--- src/rtl/adc_reader_pkg.sv ---
// Shared types and constants for the ADC sample reader: FSM states,
// CSR address map and the packed FIFO entry layout.
package adc_reader_pkg;

    typedef enum logic [2:0] {
        ST_IDLE     = 3'd0,
        ST_START    = 3'd1,
        ST_ENIRQ    = 3'd2,
        ST_WAIT_IRQ = 3'd3,
        ST_READ     = 3'd4,
        ST_CAPTURE  = 3'd5,
        ST_CLEAR    = 3'd6,
        ST_STOP     = 3'd7
    } adc_state_e;

    localparam logic       SEQ_CMD = 1'b0;
    localparam logic [6:0] IER     = 7'h40;
    localparam logic [6:0] ISR     = 7'h41;

    typedef struct packed {
        logic [5:0]  slot;
        logic [11:0] data;
    } sample_entry_t;

endpackage

--- src/rtl/adc_reader_fifo.sv ---
// Synchronous register-based FIFO with occupancy count and full/empty flags.
// Storage is reset so the head output reads zero while empty after reset.
module adc_reader_fifo #(
    parameter int unsigned WIDTH = 18,
    parameter int unsigned DEPTH = 16,
    localparam int unsigned AW   = (DEPTH > 1) ? $clog2(DEPTH) : 1,
    localparam int unsigned CW   = $clog2(DEPTH + 1)
) (
    input  logic             clk_i,
    input  logic             rst_ni,
    input  logic             push_i,
    input  logic [WIDTH-1:0] push_data_i,
    input  logic             pop_i,
    output logic [WIDTH-1:0] pop_data_o,
    output logic [CW-1:0]    count_o,
    output logic             full_o,
    output logic             empty_o
);

    localparam logic [AW-1:0] LAST_PTR = AW'(DEPTH - 1);
    localparam logic [CW-1:0] FULL_CNT = CW'(DEPTH);

    logic [WIDTH-1:0] mem_q [DEPTH];
    logic [AW-1:0]    wr_ptr_q, rd_ptr_q;
    logic [CW-1:0]    count_q;
    logic             push_ok, pop_ok;

    assign full_o     = (count_q == FULL_CNT);
    assign empty_o    = (count_q == '0);
    assign count_o    = count_q;
    assign pop_data_o = mem_q[rd_ptr_q];

    // Gating by flags keeps the count exact on push+pop while full or empty.
    assign push_ok = push_i && !full_o;
    assign pop_ok  = pop_i && !empty_o;

    always_ff @(posedge clk_i or negedge rst_ni) begin
        if (!rst_ni) begin
            for (int unsigned i = 0; i < DEPTH; i++) mem_q[i] <= '0;
            wr_ptr_q <= '0;
            rd_ptr_q <= '0;
            count_q  <= '0;
        end else begin
            if (push_ok) begin
                mem_q[wr_ptr_q] <= push_data_i;
                wr_ptr_q        <= (wr_ptr_q == LAST_PTR) ? '0 : wr_ptr_q + 1'b1;
            end
            if (pop_ok) rd_ptr_q <= (rd_ptr_q == LAST_PTR) ? '0 : rd_ptr_q + 1'b1;
            if (push_ok && !pop_ok)      count_q <= count_q + 1'b1;
            else if (pop_ok && !push_ok) count_q <= count_q - 1'b1;
        end
    end

endmodule

--- src/rtl/adc_sample_reader.sv ---
// Drives an ADC sequencer and sample store over CSR buses, reading one pass
// of NUM_SLOTS samples per end-of-sequence interrupt into a streaming FIFO.
// Optional overrun counter: define ADC_READER_OVERRUN_CNT_EN.
module adc_sample_reader
    import adc_reader_pkg::*;
#(
    parameter int unsigned NUM_SLOTS  = 8,
    parameter int unsigned FIFO_DEPTH = 16,
    parameter logic [2:0]  SEQ_MODE   = 3'd0
) (
    input  logic        clock_clk,
    input  logic        reset_sink_reset_n,
    input  logic        enable,
    output logic        sequencer_csr_address,
    output logic        sequencer_csr_write,
    output logic [31:0] sequencer_csr_writedata,
    output logic [6:0]  sample_store_csr_address,
    output logic        sample_store_csr_read,
    output logic        sample_store_csr_write,
    output logic [31:0] sample_store_csr_writedata,
    input  logic [31:0] sample_store_csr_readdata,
    input  logic        sample_store_irq_irq,
    output logic [11:0] sample_data,
    output logic [5:0]  sample_slot,
    output logic        sample_valid,
    input  logic        sample_ready,
    output logic [15:0] overrun_count
);

    localparam int unsigned   CW        = $clog2(FIFO_DEPTH + 1);
    localparam logic [CW-1:0] MAX_FILL  = CW'(FIFO_DEPTH - NUM_SLOTS);
    localparam logic [5:0]    LAST_SLOT = 6'(NUM_SLOTS - 1);

    adc_state_e    state_q, state_d;
    logic [5:0]    slot_q, slot_d;
    logic          push;
    logic          fifo_empty, fifo_full;
    logic [CW-1:0] fifo_count;
    logic          space_ok;
    sample_entry_t push_entry, head_entry;
    logic          unused_rd;

    assign unused_rd  = ^{sample_store_csr_readdata[31:12], fifo_full};
    assign space_ok   = (fifo_count <= MAX_FILL);
    assign push_entry = '{slot: slot_q, data: sample_store_csr_readdata[11:0]};

    always_ff @(posedge clock_clk or negedge reset_sink_reset_n) begin
        if (!reset_sink_reset_n) begin
            state_q <= ST_IDLE;
            slot_q  <= '0;
        end else begin
            state_q <= state_d;
            slot_q  <= slot_d;
        end
    end

    // Bus outputs decode straight from the state register so reset clears them immediately.
    always_comb begin
        state_d                    = state_q;
        slot_d                     = slot_q;
        push                       = 1'b0;
        sequencer_csr_address      = SEQ_CMD;
        sequencer_csr_write        = 1'b0;
        sequencer_csr_writedata    = '0;
        sample_store_csr_address   = '0;
        sample_store_csr_read      = 1'b0;
        sample_store_csr_write     = 1'b0;
        sample_store_csr_writedata = '0;
        case (state_q)
            ST_IDLE: if (enable) state_d = ST_START;
            ST_START: begin
                sequencer_csr_write     = 1'b1;
                sequencer_csr_writedata = {28'd0, SEQ_MODE, 1'b1};
                state_d                 = ST_ENIRQ;
            end
            ST_ENIRQ: begin
                sample_store_csr_write     = 1'b1;
                sample_store_csr_address   = IER;
                sample_store_csr_writedata = 32'd1;
                state_d                    = ST_WAIT_IRQ;
            end
            ST_WAIT_IRQ: begin
                if (!enable) begin
                    state_d = ST_STOP;
                end else if (sample_store_irq_irq) begin
                    if (space_ok) begin
                        slot_d  = '0;
                        state_d = ST_READ;
                    end else begin
                        state_d = ST_CLEAR;
                    end
                end
            end
            ST_READ: begin
                sample_store_csr_read    = 1'b1;
                sample_store_csr_address = {1'b0, slot_q};
                state_d                  = ST_CAPTURE;
            end
            ST_CAPTURE: begin
                push = 1'b1;
                if (slot_q == LAST_SLOT) begin
                    state_d = ST_CLEAR;
                end else begin
                    slot_d  = slot_q + 6'd1;
                    state_d = ST_READ;
                end
            end
            ST_CLEAR: begin
                sample_store_csr_write     = 1'b1;
                sample_store_csr_address   = ISR;
                sample_store_csr_writedata = 32'd1;
                state_d                    = ST_WAIT_IRQ;
            end
            ST_STOP: begin
                sequencer_csr_write = 1'b1;
                state_d             = ST_IDLE;
            end
            default: state_d = ST_IDLE;
        endcase
    end

    adc_reader_fifo #(
        .WIDTH ($bits(sample_entry_t)),
        .DEPTH (FIFO_DEPTH)
    ) u_fifo (
        .clk_i       (clock_clk),
        .rst_ni      (reset_sink_reset_n),
        .push_i      (push),
        .push_data_i (push_entry),
        .pop_i       (sample_valid && sample_ready),
        .pop_data_o  (head_entry),
        .count_o     (fifo_count),
        .full_o      (fifo_full),
        .empty_o     (fifo_empty)
    );

    assign sample_valid = !fifo_empty;
    assign sample_data  = head_entry.data;
    assign sample_slot  = head_entry.slot;

`ifdef ADC_READER_OVERRUN_CNT_EN
    logic        overrun_evt;
    logic [15:0] overrun_q;

    assign overrun_evt = (state_q == ST_WAIT_IRQ) && enable && sample_store_irq_irq && !space_ok;

    always_ff @(posedge clock_clk or negedge reset_sink_reset_n) begin
        if (!reset_sink_reset_n)                     overrun_q <= '0;
        else if (overrun_evt && (overrun_q != '1))   overrun_q <= overrun_q + 16'd1;
    end

    assign overrun_count = overrun_q;
`else
    assign overrun_count = '0;
`endif

endmodule

--- config.mk ---
export PLATFORM = sky130hd
export DESIGN_NAME = adc_sample_reader
export DESIGN_NICKNAME = d
export VERILOG_FILES = /design/src/rtl/adc_reader_pkg.sv /design/src/rtl/adc_reader_fifo.sv /design/src/rtl/adc_sample_reader.sv
export SDC_FILE = /design/constraint.sdc
export NUM_CORES = 1
export LEC_CHECK = 0
export CAP_MARGIN = 20
export CORE_UTILIZATION = 58
export DETAILED_ROUTE_END_ITERATION = 7
export PLACE_DENSITY_LB_ADDON = 0.25
export RECOVER_POWER = 100
export SETUP_SLACK_MARGIN = 0.1
export SKIP_LAST_GASP = 1
export SLEW_MARGIN = 20
export SYNTH_ARGS = -nofsm -noshare
export SYNTH_HDL_FRONTEND = slang
export SYNTH_SLANG_ARGS = --single-unit
export TNS_END_PERCENT = 10
--- constraint.sdc ---
create_clock -name clock_clk -period 3.12 [get_ports clock_clk]
set_input_delay 0.312 -clock clock_clk [delete_from_list [all_inputs] [get_ports clock_clk]]
set_output_delay 0.312 -clock clock_clk [all_outputs]
set_load 0.02 [all_outputs]
After elaboration in Yosys (flattened, before gate mapping)
Cells that the tools add are included.
Operators by class
  reduce and logical (&&, ||, !) cells: 18
  bitwise operators: 2
  add/subtract/negate cells: 5
  order comparisons: 4
  equality and inequality tests: 17
  multiplexer cells: 28
Operators with widths (count)
  $bwmux 288: 1
  $bmux 18 s4: 1
  $demux 18 s4: 1
  $mux 18: 3
  $mux 6: 4
  $pmux 3 s7: 1
  $pmux 7 s3: 1
  $eq 3x3->1 const B: 4
  $pmux 6 s2: 1
  $ge 5x5->1 const B: 2
  $mux 5: 2
  $ne 2x2->1 const B: 5
  $not 4->5: 2
  $mux 3: 3
  $add 4x1->4 const B: 2
  $eq 4x4->1 const B: 2
  $mux 4: 2
  $add 6x1->6 const B: 1
  $eq 3x2->1 const B: 2
  $eq 6x3->1 const B: 1
  $logic_and 1x1->1: 6
  $mux 1: 6
  $add 5x1->5 const B: 1
  $eq 5x5->1 const B: 1
  13 further kinds: 19
Storage, ports and cells
  input port bits: 37
  register bits: 310

Depth between registers and ports, before layout
  word-level depth: 7
  depth in mapped cells: 10
  mapped depth without buffers: 9

By module
From an unflattened synthesis, not the netlist that was laid out.
Second synthesis, totals
  cells, all modules: 1073
  area total of the unflattened synthesis: 15486.1 µm²
Modules (own cells, without submodules)
  adc_reader_fifo: sequential area each 7532.2 µm², cells an instance 926, area an instance 14281.2 µm², instances 1
  adc_sample_reader: sequential area each 225.2 µm², cells an instance 147, area an instance 1204.9 µm², instances 1

Worst setup path before layout
OpenSTA, ideal clock, no wires.
  kind: register -> register
  start point: register u_fifo.count_q[0] (netlist: u_fifo.count_o[0])
  end point: register u_fifo.count_q[4] (netlist: u_fifo.count_o[4])
  library setup time: 0.080 ns
  data required time: 3.040 ns
  clock period less this slack: 2.674 ns
  stages on the path, launching flop included: 10
  arrival time: 2.594 ns
  path slack: 0.446 ns
  cells stage by stage: dfrtp_1 > or4_1 > o21ai_1 > ha_1 > inv_1 > fa_1 > a21o_1 > a21oi_1 > mux2i_1 > xnor2_1
On the way
  word-level cells in the longest chain between the ends: 7
  elaborated cells between the ends (all ways): 16
  classes of those cells: add/sub: 2; eq/ne: 1; mux: 2; reduce/logical: 11
Ends and longest elaborated chain
  start: declaration: line adc_reader_fifo.sv:25  | logic [CW-1:0] count_q;
  start signal: assignment: line adc_reader_fifo.sv:49  | if (push_ok && !pop_ok) count_q <= count_q + 1'b1;
  start signal: assignment: line adc_reader_fifo.sv:50  | else if (pop_ok && !push_ok) count_q <= count_q - 1'b1;
  parallel branches: the longest is 7 deep, another holds $sub 5x1->5
Parallel ways; which one is timed is not known. The select of a mux whose other input is x is not followed.
A chain may end at the register's enable or synchronous reset.

Final worst setup path
  start point: register u_fifo.rd_ptr_q[2]
  end point: output sample_data[1]
On the way
  word-level cells in the longest chain between the ends: 4
Ends and longest elaborated chain
  start: declaration: line adc_reader_fifo.sv:24  | logic [AW-1:0] wr_ptr_q, rd_ptr_q;
  start signal: assignment: line adc_reader_fifo.sv:48  | if (pop_ok) rd_ptr_q <= (rd_ptr_q == LAST_PTR) ? '0 : rd_ptr_q + 1'b1;
  $not 4->5 (not written as such): line adc_reader_fifo.sv:31  | assign pop_data_o = mem_q[rd_ptr_q];
  $bmux 18 s4: line adc_reader_fifo.sv:31
  $mux 18 (not written as such) (2 in series): line adc_reader_fifo.sv:31
  end: declaration: line adc_sample_reader.sv:23  | output logic [11:0] sample_data,
No other way between the ends. The select of a mux whose other input is x is not followed.

==> out/qor.yml <==
power.density_nw_per_um2: 1070
p_int_w: 0.0119
clkTransAtPathRegs_ns: 0.06
layout-drive-gt1-share_pct: 29.4
synth-simple-area-share_pct: 3.38
cellLeakagePower_nw: 7.76
ir_drop_mv: 0.653
p_total_w: 0.0180
violations: "design-rule violations, max-capacitance violations, max-slew violations, negative setup slack"
hold_violations: 0
cp.arrival_ns: 2.93
viasPerCell: 6.00
r2r_setup_slack_ns: 0.26
crit_family: "buffers and inverters"
syn_inst: 1094
min_path_cells: 1
grtUsageTotal_pct: 25.4
cts_tree: "yes"
crit_slowest_cell: "clkdlybuf4s50_1"
drv_cap: 1
netSwitchingFraction_pct: 34.0
remaining_drc_errors: 9
die_x_um: 167
synth_top_area_cell: "dfrtp_1"
end_kind: "output pin"
initial_core_util_pct: 59.7
num_rows: 59
drt.antenna.violating_nets: 0
synthesis.area_um2: 15700
avgSynthCellArea_um2: 14.3
crit_path_frequent_cell: "buf_4"
vias: 8881
yosys-top-cells-count: "dfrtp_1, mux2_2, mux2_4"
period_share_pct: 104
io_buffers: 47
die_y_um: 167
path_cells: "buf_4 > and2_1 > buf_4 > a221oi_1 > o21ai_0 > nand2_1 > clkdlybuf4s50_1"
area_growth_pct: 7.09
grt_first_pass_wirelength_mm: 53.6
grt_pass1_vias: 9141
async_flop_share_pct: 100
max_slew_margin_pct: -41.5
status: "finished, violations left"
max_stage_delay_ns: 0.62
slew_violations: 83
fill_cells: 1997
synth_most_common_cell: "dfrtp_1"
dp_cells: 1421
routabilityCongestion: 0.734
core-area_um2: 26300
worstPathMaxFanout: 16
holdCritPathClass: "reg -> reg"
yosys.area_share.xor_xnor_pct: 0.558
hpwl_mm: 19.8
clock_latency_ns: 0.51
synth_seq_cells: 310
stdcell_count: 1481
rsz0062_at_grt: "true"
comb_power_share_pct: 38.4
setup_ws_ns: -0.124
required_ns: 2.81
ios: 147
synth_compound_area_share_pct: 4.56
layout.nets: 1174
synth_top_area_share_pct: 49.4
routedWlPerCell_um: 22.9
rr_worst_depth: 9
clockBufferDepth: 3
cts_sinks: 310
final_area_um2: 16800
cts_buffers: 34
wl_mm: 33.9
die-area_um2: 27700
muxShareOfSynthArea_pct: 33.2
period_minus_slack_ns: 3.24
finClkSkew_ns: 0.0125
synth.distinct_cells: 54
crit_type: "reg -> out"
pwr-share-clk_pct: 22.7
path_depth: 7
crit_path_start_kind: "flop"
tightest_slew_ns: 2.12
clock-root-buffer: "clkbuf_16"
finalSetupViolCount: 16
antenna_found_initial: 1
grt_max_degree: 84
crit_buf_inv: 3
seq_area_frac_synth_pct: 49.4
synth-edff-count: 0
ys.flop_type: "dfrtp_1"
seqPwrFrac_pct: 38.9
first_pass_iters: 8
overflow: 0
synth_area_leaders: "dfrtp_1, mux2_2, mux2_4"
placed_cell_area_um2: 16100
final_util_pct: 64.0
synth_warnings: 0
ctsHtreeMaxLevel: 2
synth_top_family_by_area: "multiplexers"
yosys.area_share.adder_pct: 0.925
max_freq_ghz: 0.308
setup-tns-final_ns: -1.21
p_sw_w: 0.00612
first_iter_violations: 572
[cell families after synthesis]
kind of cell	Yosys count
buffers and inverters	174
AOI/OAI and AO/OA	98
adders and majority gates	11
other	1
xor gates and xnor gates	10
muxes	401
and+or+nand+nor	89
DFF	310
[path summary, 6_finish.rpt]
kind	from	endpoint
setup / recovery	u_fifo.rd_ptr_q[2]	sample_data[1]
hold / removal	u_fifo.mem_q[176]	u_fifo.mem_q[176]
setup reg to reg	u_fifo.count_o[0]	u_fifo.count_o[4]
hold reg to reg	u_fifo.mem_q[176]	u_fifo.mem_q[176]
max in group asynchronous	reset_sink_reset_n	u_fifo.mem_q[92]
min in group asynchronous	reset_sink_reset_n	u_fifo.mem_q[285]
[flip-flops by register name, summed over array words and instances, names as in the netlist]
| register | cells |
|---|---|
| u_fifo.mem_q | 288 |
| slot_q | 6 |
| u_fifo.count_o | 5 |
| u_fifo.rd_ptr_q | 4 |
| u_fifo.wr_ptr_q | 4 |
| state_q | 3 |
[cells in the final DEF, fill, tap and decap left out, drive strengths merged, types with 10 or more instances in the layout]
master / netlist / final
a221oi: 36 / 36
a22oi: 18 / 18
and3: 13 / 13
buf: 125 / 16
clkbuf: 43 / 70
clkdlybuf4s50: 0 / 31
conb: 1 / 79
dfrtp: 310 / 310
dlygate4sd3: 0 / 14
ha: 10 / 10
mux2: 291 / 291
mux2i: 74 / 74
mux4: 36 / 36
nand2: 26 / 26
nor2: 11 / 11
o21ai: 25 / 25
[worst reg2reg max path, stage by stage, from the launching register on]
cell and delay, ns:
dfrtp_1 0.45, or4_1 0.57, o21ai_0 0.27, ha_1 0.22, inv_1 0.10, fa_1 0.41, a21o_1 0.17, a21oi_1 0.20
mux2i_1 0.25, xnor2_1 0.13
[power groups by stage]
stage	Sequential (W)	Clock, W	Combinational, W
final	0.00699	0.00408	0.00690
after global routing	0.00722	0.00431	0.00744
after CTS	0.00702	0.00416	0.00739
after detailed placement	0.00704	0	0.00716
after global placement	0.00696	0	0.00703
after floorplan	0.00647	0	0.00562
[metal layers]
| layer | GRT usage [%] | wire length, um | up-vias |
|---|---|---|---|
| met5 | 0 | 0 | - |
| met4 | 8.57 | 886 | 0 |
| met3 | 3.40 | 1490 | 69 |
| met2 | 42.3 | 16800 | 244 |
| met1 | 34.4 | 14700 | 4665 |
| li1 | - | - | 3903 |
[repair_timing]
item	CTS	global route
setup endpoints to repair	18	18
cloned	1	0
hold buffers	1	0
endpoints found under the hold margin	78	0
buffers inserted	2	0
resized for setup	13	3
[per-stage QoR]
step	setup WS (ns)	hold WS [ns]
after global placement	0.183	0.360
after global routing	-0.230	0.495
after floorplan	0.446	0.0164
after CTS	-0.116	0.433
after detailed placement	0.134	0.363
final	-0.124	0.485
[final cells by class]
class | count | area, um^2 | share of cell area (%)
antenna | 1 | 2.50 | 0.0149
clock buffer | 48 | 1020 | 6.05
clock inverter | 7 | 115 | 0.685
inverter | 6 | 22.5 | 0.134
multi-input combinational | 689 | 6710 | 39.9
sequential | 310 | 7760 | 46.2
tap | 335 | 419 | 2.49
timing repair buffer | 85 | 766 | 4.56
Note: power is estimated with default switching activity, not from simulation.
